--- config.mk ---
export PLATFORM = sky130hd
export DESIGN_NAME = matrix_elemwise_engine
export DESIGN_NICKNAME = d
export VERILOG_FILES = /design/src/rtl/matrix_engine_pkg.sv /design/src/rtl/matrix_op_selector_pkg.sv /design/src/rtl/matrix_index_counter.sv /design/src/rtl/matrix_elemwise_engine.sv
export SDC_FILE = /design/constraint.sdc
export NUM_CORES = 2
export LEC_CHECK = 0
export ABC_AREA = 1
export CAP_MARGIN = 10
export CORE_MARGIN = 4
export CORE_UTILIZATION = 45
export DETAILED_ROUTE_END_ITERATION = 10
export SLEW_MARGIN = 10
export SYNTH_ARGS = -nofsm -noshare
export SYNTH_HDL_FRONTEND = slang
export SYNTH_SLANG_ARGS = --single-unit
--- constraint.sdc ---
create_clock -name clk -period 15.06 [get_ports clk]
set_input_delay 3.765 -clock clk [delete_from_list [all_inputs] [get_ports clk]]
set_output_delay 3.765 -clock clk [all_outputs]
set_load 0.03 [all_outputs]
--- src/rtl/matrix_engine_pkg.sv ---
// Shared constants and the state encoding of the element-wise matrix engine.
package matrix_engine_pkg;

    localparam int RESULT_ID = 7;
    localparam int HDR_WORDS = 3;

    typedef enum logic [3:0] {
        IDLE,
        HDR_A,
        HDR_B,
        CHECK,
        RD_A,
        RD_B,
        WRITE,
        WR_HDR,
        FINISH,
        FAIL
    } engine_state_t;

endpackage

--- src/rtl/matrix_op_selector_pkg.sv ---
// Operation codes produced by the upstream operation selector and consumed
// by the matrix engines.
package matrix_op_selector_pkg;

    typedef enum logic [2:0] {
        CALC_NONE       = 3'd0,
        CALC_ADD        = 3'd1,
        CALC_SUB        = 3'd2,
        CALC_MUL        = 3'd3,
        CALC_SCALAR_MUL = 3'd4,
        CALC_TRANSPOSE  = 3'd5,
        CALC_DET        = 3'd6,
        CALC_INV        = 3'd7
    } calc_type_t;

endpackage

--- src/rtl/matrix_index_counter.sv ---
// Row-major (row, col) walker over a rows x cols matrix, with a flag that
// marks the final element.
module matrix_index_counter (
    input  logic       clk,
    input  logic       rst_n,
    input  logic       clear,
    input  logic       advance,
    input  logic [7:0] rows,
    input  logic [7:0] cols,
    output logic [7:0] row,
    output logic [7:0] col,
    output logic       last
);

    logic [7:0] row_q, row_d;
    logic [7:0] col_q, col_d;
    logic       col_wrap;

    assign col_wrap = (col_q == cols - 8'd1);

    always_comb begin
        row_d = row_q;
        col_d = col_q;
        if (clear) begin
            row_d = 8'd0;
            col_d = 8'd0;
        end else if (advance) begin
            if (col_wrap) begin
                col_d = 8'd0;
                row_d = row_q + 8'd1;
            end else begin
                col_d = col_q + 8'd1;
            end
        end
    end

    always_ff @(posedge clk or negedge rst_n) begin
        if (!rst_n) begin
            row_q <= 8'd0;
            col_q <= 8'd0;
        end else begin
            row_q <= row_d;
            col_q <= col_d;
        end
    end

    assign row  = row_q;
    assign col  = col_q;
    assign last = col_wrap && (row_q == rows - 8'd1);

endmodule

--- src/rtl/matrix_elemwise_engine.sv ---
// Element-wise matrix engine: ADD, SCALAR_MUL and TRANSPOSE over matrix
// blocks stored in a shared single-port BRAM, result written to RESULT_ID.
module matrix_elemwise_engine
    import matrix_op_selector_pkg::*;
    import matrix_engine_pkg::*;
#(
    parameter int BLOCK_SIZE = 1152,
    parameter int ADDR_WIDTH = 14,
    parameter int RESULT_ID  = matrix_engine_pkg::RESULT_ID
) (
    input  logic                  clk,
    input  logic                  rst_n,
    input  logic                  op_valid,
    output logic                  op_ready,
    input  calc_type_t            op_type,
    input  logic [2:0]            mat_a_id,
    input  logic [2:0]            mat_b_id,
    input  logic [31:0]           scalar,
    output logic [ADDR_WIDTH-1:0] bram_addr,
    output logic                  bram_wr_en,
    output logic [31:0]           bram_din,
    input  logic [31:0]           bram_dout,
    output logic                  busy,
    output logic                  done,
    output logic                  error
);

    localparam logic [2:0]            RES_ID   = 3'(RESULT_ID);
    localparam logic [ADDR_WIDTH-1:0] HDR_OFS  = ADDR_WIDTH'(HDR_WORDS);
    localparam logic [15:0]           MAX_ELEM = 16'(BLOCK_SIZE - HDR_WORDS);

    engine_state_t state_q, state_d;
    calc_type_t    op_q, op_d;
    logic [2:0]    a_id_q, a_id_d, b_id_q, b_id_d;
    logic [31:0]   scalar_q, scalar_d;
    logic [7:0]    rows_q, rows_d, cols_q, cols_d;
    logic [15:0]   a_hdr_q, a_hdr_d;
    logic [31:0]   a_val_q, a_val_d;
    logic          error_q, error_d;

    logic          cnt_clear, cnt_advance, cnt_last;
    logic [7:0]    row, col;

    logic [ADDR_WIDTH-1:0] a_base, b_base, r_base;
    logic [15:0]           elem_off, trans_off;
    logic [15:0]           hdr_a, chk_elems;
    logic                  chk_bad;

    matrix_index_counter u_index (
        .clk     (clk),
        .rst_n   (rst_n),
        .clear   (cnt_clear),
        .advance (cnt_advance),
        .rows    (rows_q),
        .cols    (cols_q),
        .row     (row),
        .col     (col),
        .last    (cnt_last)
    );

    assign a_base    = ADDR_WIDTH'(32'(a_id_q) * BLOCK_SIZE);
    assign b_base    = ADDR_WIDTH'(32'(b_id_q) * BLOCK_SIZE);
    assign r_base    = ADDR_WIDTH'(RESULT_ID * BLOCK_SIZE);
    assign elem_off  = {8'd0, row} * {8'd0, cols_q} + {8'd0, col};
    assign trans_off = {8'd0, col} * {8'd0, rows_q} + {8'd0, row};

    // For ADD the A header was captured a cycle earlier; otherwise it is on dout now.
    assign hdr_a     = (op_q == CALC_ADD) ? a_hdr_q : bram_dout[31:16];
    assign chk_elems = {8'd0, hdr_a[15:8]} * {8'd0, hdr_a[7:0]};
    assign chk_bad   = (hdr_a[15:8] == 8'd0) || (hdr_a[7:0] == 8'd0) ||
                       (chk_elems > MAX_ELEM) ||
                       ((op_q == CALC_ADD) && (bram_dout[31:16] != hdr_a));

    always_comb begin
        state_d     = state_q;
        op_d        = op_q;
        a_id_d      = a_id_q;
        b_id_d      = b_id_q;
        scalar_d    = scalar_q;
        rows_d      = rows_q;
        cols_d      = cols_q;
        a_hdr_d     = a_hdr_q;
        a_val_d     = a_val_q;
        error_d     = error_q;
        cnt_clear   = 1'b0;
        cnt_advance = 1'b0;
        bram_addr   = '0;
        bram_wr_en  = 1'b0;
        bram_din    = 32'd0;
        done        = 1'b0;

        unique case (state_q)
            IDLE: begin
                if (op_valid) begin
                    op_d     = op_type;
                    a_id_d   = mat_a_id;
                    b_id_d   = mat_b_id;
                    scalar_d = scalar;
                    error_d  = 1'b0;
                    if (!(op_type inside {CALC_ADD, CALC_SCALAR_MUL, CALC_TRANSPOSE}) ||
                        (mat_a_id == RES_ID) || (mat_b_id == RES_ID))
                        state_d = FAIL;
                    else
                        state_d = HDR_A;
                end
            end
            HDR_A: begin
                bram_addr = a_base;
                state_d   = (op_q == CALC_ADD) ? HDR_B : CHECK;
            end
            HDR_B: begin
                bram_addr = b_base;
                a_hdr_d   = bram_dout[31:16];
                state_d   = CHECK;
            end
            CHECK: begin
                rows_d    = hdr_a[15:8];
                cols_d    = hdr_a[7:0];
                cnt_clear = 1'b1;
                state_d   = chk_bad ? FAIL : RD_A;
            end
            RD_A: begin
                bram_addr = a_base + HDR_OFS + ADDR_WIDTH'(elem_off);
                state_d   = (op_q == CALC_ADD) ? RD_B : WRITE;
            end
            RD_B: begin
                bram_addr = b_base + HDR_OFS + ADDR_WIDTH'(elem_off);
                a_val_d   = bram_dout;
                state_d   = WRITE;
            end
            WRITE: begin
                bram_wr_en = 1'b1;
                bram_addr  = r_base + HDR_OFS +
                             ADDR_WIDTH'((op_q == CALC_TRANSPOSE) ? trans_off : elem_off);
                if (op_q == CALC_ADD)
                    bram_din = a_val_q + bram_dout;
                else if (op_q == CALC_SCALAR_MUL)
                    bram_din = bram_dout * scalar_q;
                else
                    bram_din = bram_dout;
                if (cnt_last) begin
                    state_d = WR_HDR;
                end else begin
                    cnt_advance = 1'b1;
                    state_d     = RD_A;
                end
            end
            WR_HDR: begin
                bram_wr_en = 1'b1;
                bram_addr  = r_base;
                bram_din   = (op_q == CALC_TRANSPOSE) ? {cols_q, rows_q, 16'd0}
                                                      : {rows_q, cols_q, 16'd0};
                state_d    = FINISH;
            end
            FINISH: begin
                done    = 1'b1;
                state_d = IDLE;
            end
            FAIL: begin
                state_d = IDLE;
            end
            default: state_d = IDLE;
        endcase

        if (state_d == FAIL)
            error_d = 1'b1;
    end

    always_ff @(posedge clk or negedge rst_n) begin
        if (!rst_n) begin
            state_q  <= IDLE;
            op_q     <= CALC_NONE;
            a_id_q   <= 3'd0;
            b_id_q   <= 3'd0;
            scalar_q <= 32'd0;
            rows_q   <= 8'd0;
            cols_q   <= 8'd0;
            a_hdr_q  <= 16'd0;
            a_val_q  <= 32'd0;
            error_q  <= 1'b0;
        end else begin
            state_q  <= state_d;
            op_q     <= op_d;
            a_id_q   <= a_id_d;
            b_id_q   <= b_id_d;
            scalar_q <= scalar_d;
            rows_q   <= rows_d;
            cols_q   <= cols_d;
            a_hdr_q  <= a_hdr_d;
            a_val_q  <= a_val_d;
            error_q  <= error_d;
        end
    end

    assign op_ready = (state_q == IDLE);
    assign busy     = !(state_q inside {IDLE, FINISH, FAIL});
    assign error    = error_q;

endmodule

==> summary.txt <==
Run status
  • Run status: complete, no violations

Worst setup path
  • Slowest cell on the critical path: fa_1
  • Launching element type of the critical path: input port
  • Critical Path Max Stage Delay: 0.55 ns
  • CP arrival: 11.01 ns
  • CP Capture Type: output port
  • Worst R2R Setup Slack: 8.07 ns
  • R2R Path Start: op_q[1]$_DFFE_PN0P_
  • Worst setup path category: in -> out
  • CP Data Required Time: 11.30 ns
  • Most prevalent standard cell on the critical path: fa_1
  • Depth of the worst register-to-register path: 26
  • Capture instance of the worst register-to-register path: state_q[3]$_DFF_PN0_
  • Critical-path maximum fanout: 20

Drt
  • Mean number of vias per cell: 5.06
  • Total number of vias: 28600
  • WL per Instance: 17.8 um
  • Number of iterations in the first detailed-routing pass: 8
  • First-iteration detailed-routing DRC count: 2044
  • Drt drc: 0
  • Antenna viol nets, final: 0
  • Routed Wire Length: 100000 um

Finish
  • Area occupied by multi-input gates: 24800 um2
  • Commonest non-fill, non-tap cells in the layout: nand2_1 (1352), inv_1 (1145), fa_1 (531)
  • Final core utilization: 49.8%
  • Reg area: 3150 um2
  • Fraction of final layout cells sized beyond drive strength 1: 3.91%
  • Most common cell after layout, fill and taps aside: nand2_1
  • Nets: 5544
  • Relative area change from synthesis to final layout: 9.73%
  • Filler cells: 7289

Synthesis
  • Syn avg cell area: 7.11 um2
  • Post-synthesis sequential area ratio: 9.52%
  • Post-synthesis cell type with the largest combined area: fa_1
  • Synth area leaders: fa_1 (32%), nand2_1 (15%), inv_1 (13%)
  • Number of warning messages in the yosys log: 0
  • Post-Syn Instances: 4654
  • Number of enable-type register cells in the synthesized netlist: 0
  • Prevailing post-synth register cell: dfrtp_1
  • Synth Net Count: 5527
  • Share of the synthesized area in the top cell type: 32.1%
  • Netlist area before placement: 33100 um2
  • Post-synthesis cell type count: 58
  • Synth Register Bits: 126
  • Async SR Flop Fraction: 100%

Global route
  • Peak-usage layer in the global routing report: met2
  • Total congestion overflow after global routing: 0
  • Wire length of the first global-routing pass: 162000 um
  • Met3 Use GR: 3.85%
  • Global Route Usage Sum: 26.4%
  • Met2 routing resource usage after global routing: 42.1%
  • M1 GR Usage: 37.2%
  • Maximum number of pins on one net before global-route repair: 65
  • Vias in the first global route: 29200
  • Antenna violations before repair: 3

Min path
  • Hold Crit Start: a_val_q[0]$_DFFE_PN0P_
  • Worst hold stages: 2
  • Worst min path class: reg -> reg
  • Destination of the worst hold path: a_val_q[0]$_DFFE_PN0P_

CTS
  • Total setup buffers inserted after CTS: 0
  • Clock latency on the worst-skew pair: 0.49 ns
  • Number of sinks on the clock net: 126
  • CTS tree: yes
  • Clock transition at the register clock pins on the worst setup and hold paths after CTS: 0.08 ns
  • Cts bufs inserted: 17
  • CTS H-tree depth: 4
  • Root cell of the clock tree: clkbuf_16
  • Number of buffers on the longest clock path: 2

Die
  • Area of the die: 78000 um2
  • Area of the placeable core: 73000 um2
  • Die X-Extent: 279 um
  • Initial Utilization: 45.4%
  • Number of I/O pins: 127
  • DIE HEIGHT: 279 um
  • Number of placement rows: 99

Timing
  • Achievable frequency: 67.7 MHz
  • Minimum clock period after layout: 14.78 ns
  • Worst Tran Pin Value: 1.15 ns
  • Count of pins over their slew limit: 0
  • Final number of hold-violating endpoints: 0
  • Ratio of final minimum period to clock period: 98.1%
  • Clock Skews: 0.0115 ns
  • Final setup violation count: 0
  • Tightest slew margin relative to the limit: 23.4%

Placement
  • IO buf count: 126
  • Placed wire-length estimate: 81800 um
  • Routability cong.: 0.940

Run
  • Number of maximum-capacitance constraint violations: 0
## timing repair
item,4_1_cts,5_1_grt
endpoints found under the hold margin,0,0
endpoints found under the setup margin,0,5
hold buffers,0,0
resized for setup,0,6
## worst max-delay path: cells and delay by family
family	cells	cell delay (ns)
AOI/OAI and AO/OA	5	0.92
adders and majority gates	9	4.29
buffers and inverters	8	1.11
and+or+nand+nor	8	0.85
## cell families after synthesis
| logic type | share of synthesized area [%] |
|---|---|
| and+or+nand+nor | 21.8 |
| AOI/OAI and AO/OA | 8.05 |
| adders and majority gates | 42.2 |
| muxes | 0.0302 |
| DFF | 9.52 |
| buffers and inverters | 15.5 |
| xor gates and xnor gates | 2.91 |
## layout make-up
type                       instances  area share [%]
antenna                            1         0.00689
timing repair buffer             197            6.06
clock buffer                      17            1.17
multi-input combinational       3174            68.4
clock inverter                    15           0.468
inverter                        1155            11.9
sequential                       126            8.68
tap                              959            3.30
## how the worst max path moves through the flow
stage | from | endpoint | slack [ns] | cells past startpoint
after global placement | bram_dout[16] | bram_din[31] | 0.29 | 31
after detailed placement | bram_dout[16] | bram_din[31] | 0.28 | 30
after CTS | bram_dout[16] | bram_din[31] | 0.27 | 30
after floorplan | bram_dout[16] | bram_din[27] | 0.82 | 26
after global routing | bram_dout[17] | bram_din[27] | -0.01 | 28
final | bram_dout[16] | bram_din[31] | 0.28 | 30
## synthesized netlist by cell type, drive strengths merged, types with 7 or more instances
master	n
a211oi	13
a21o	10
a21oi	178
a31oi	8
buf	42
clkbuf	157
dfrtp	126
fa	531
ha	266
inv	1154
nand2	1356
nand3	143
nand4	26
nor2	204
nor3	39
o211ai	13
o21a	7
o21ai	189
o21bai	13
o31ai	7
or2	17
xnor2	49
xor2	61
## state kept, by name, summed over array words and instances (netlist names)
name         cells
a_hdr_q         16
a_id_q           3
a_val_q         32
b_id_q           3
cols_q           8
error            1
op_q             3
rows_q           8
scalar_q        32
state_q          4
u_index.col      8
u_index.row      8
## routing by layer
metal,up-vias,wire (um)
met5,-,27
met4,4,3300
met3,124,5800
met2,759,45300
met1,13900,46000
li1,13800,-
## through the flow
step | instances | setup TNS (ns) | setup WS, ns | cell area, um2 | hold WS (ns)
4_1_cts | 5643 | 0 | 0.268 | 36300 | 0.487
3_5_place_dp | 5611 | 0 | 0.284 | 35700 | 0.468
6_report | 5644 | 0 | 0.283 | 36300 | 0.482
2_1_floorplan | 4654 | 0 | 0.822 | 33100 | 0.446
3_3_place_gp | 5611 | 0 | 0.291 | 35700 | 0.459
5_1_grt | 5643 | -0.0190 | -0.0131 | 36300 | 0.501
Power is left out: the tool's default activity adds up to more than one toggle a clock period on the data nets, which glitch-free logic cannot reach.
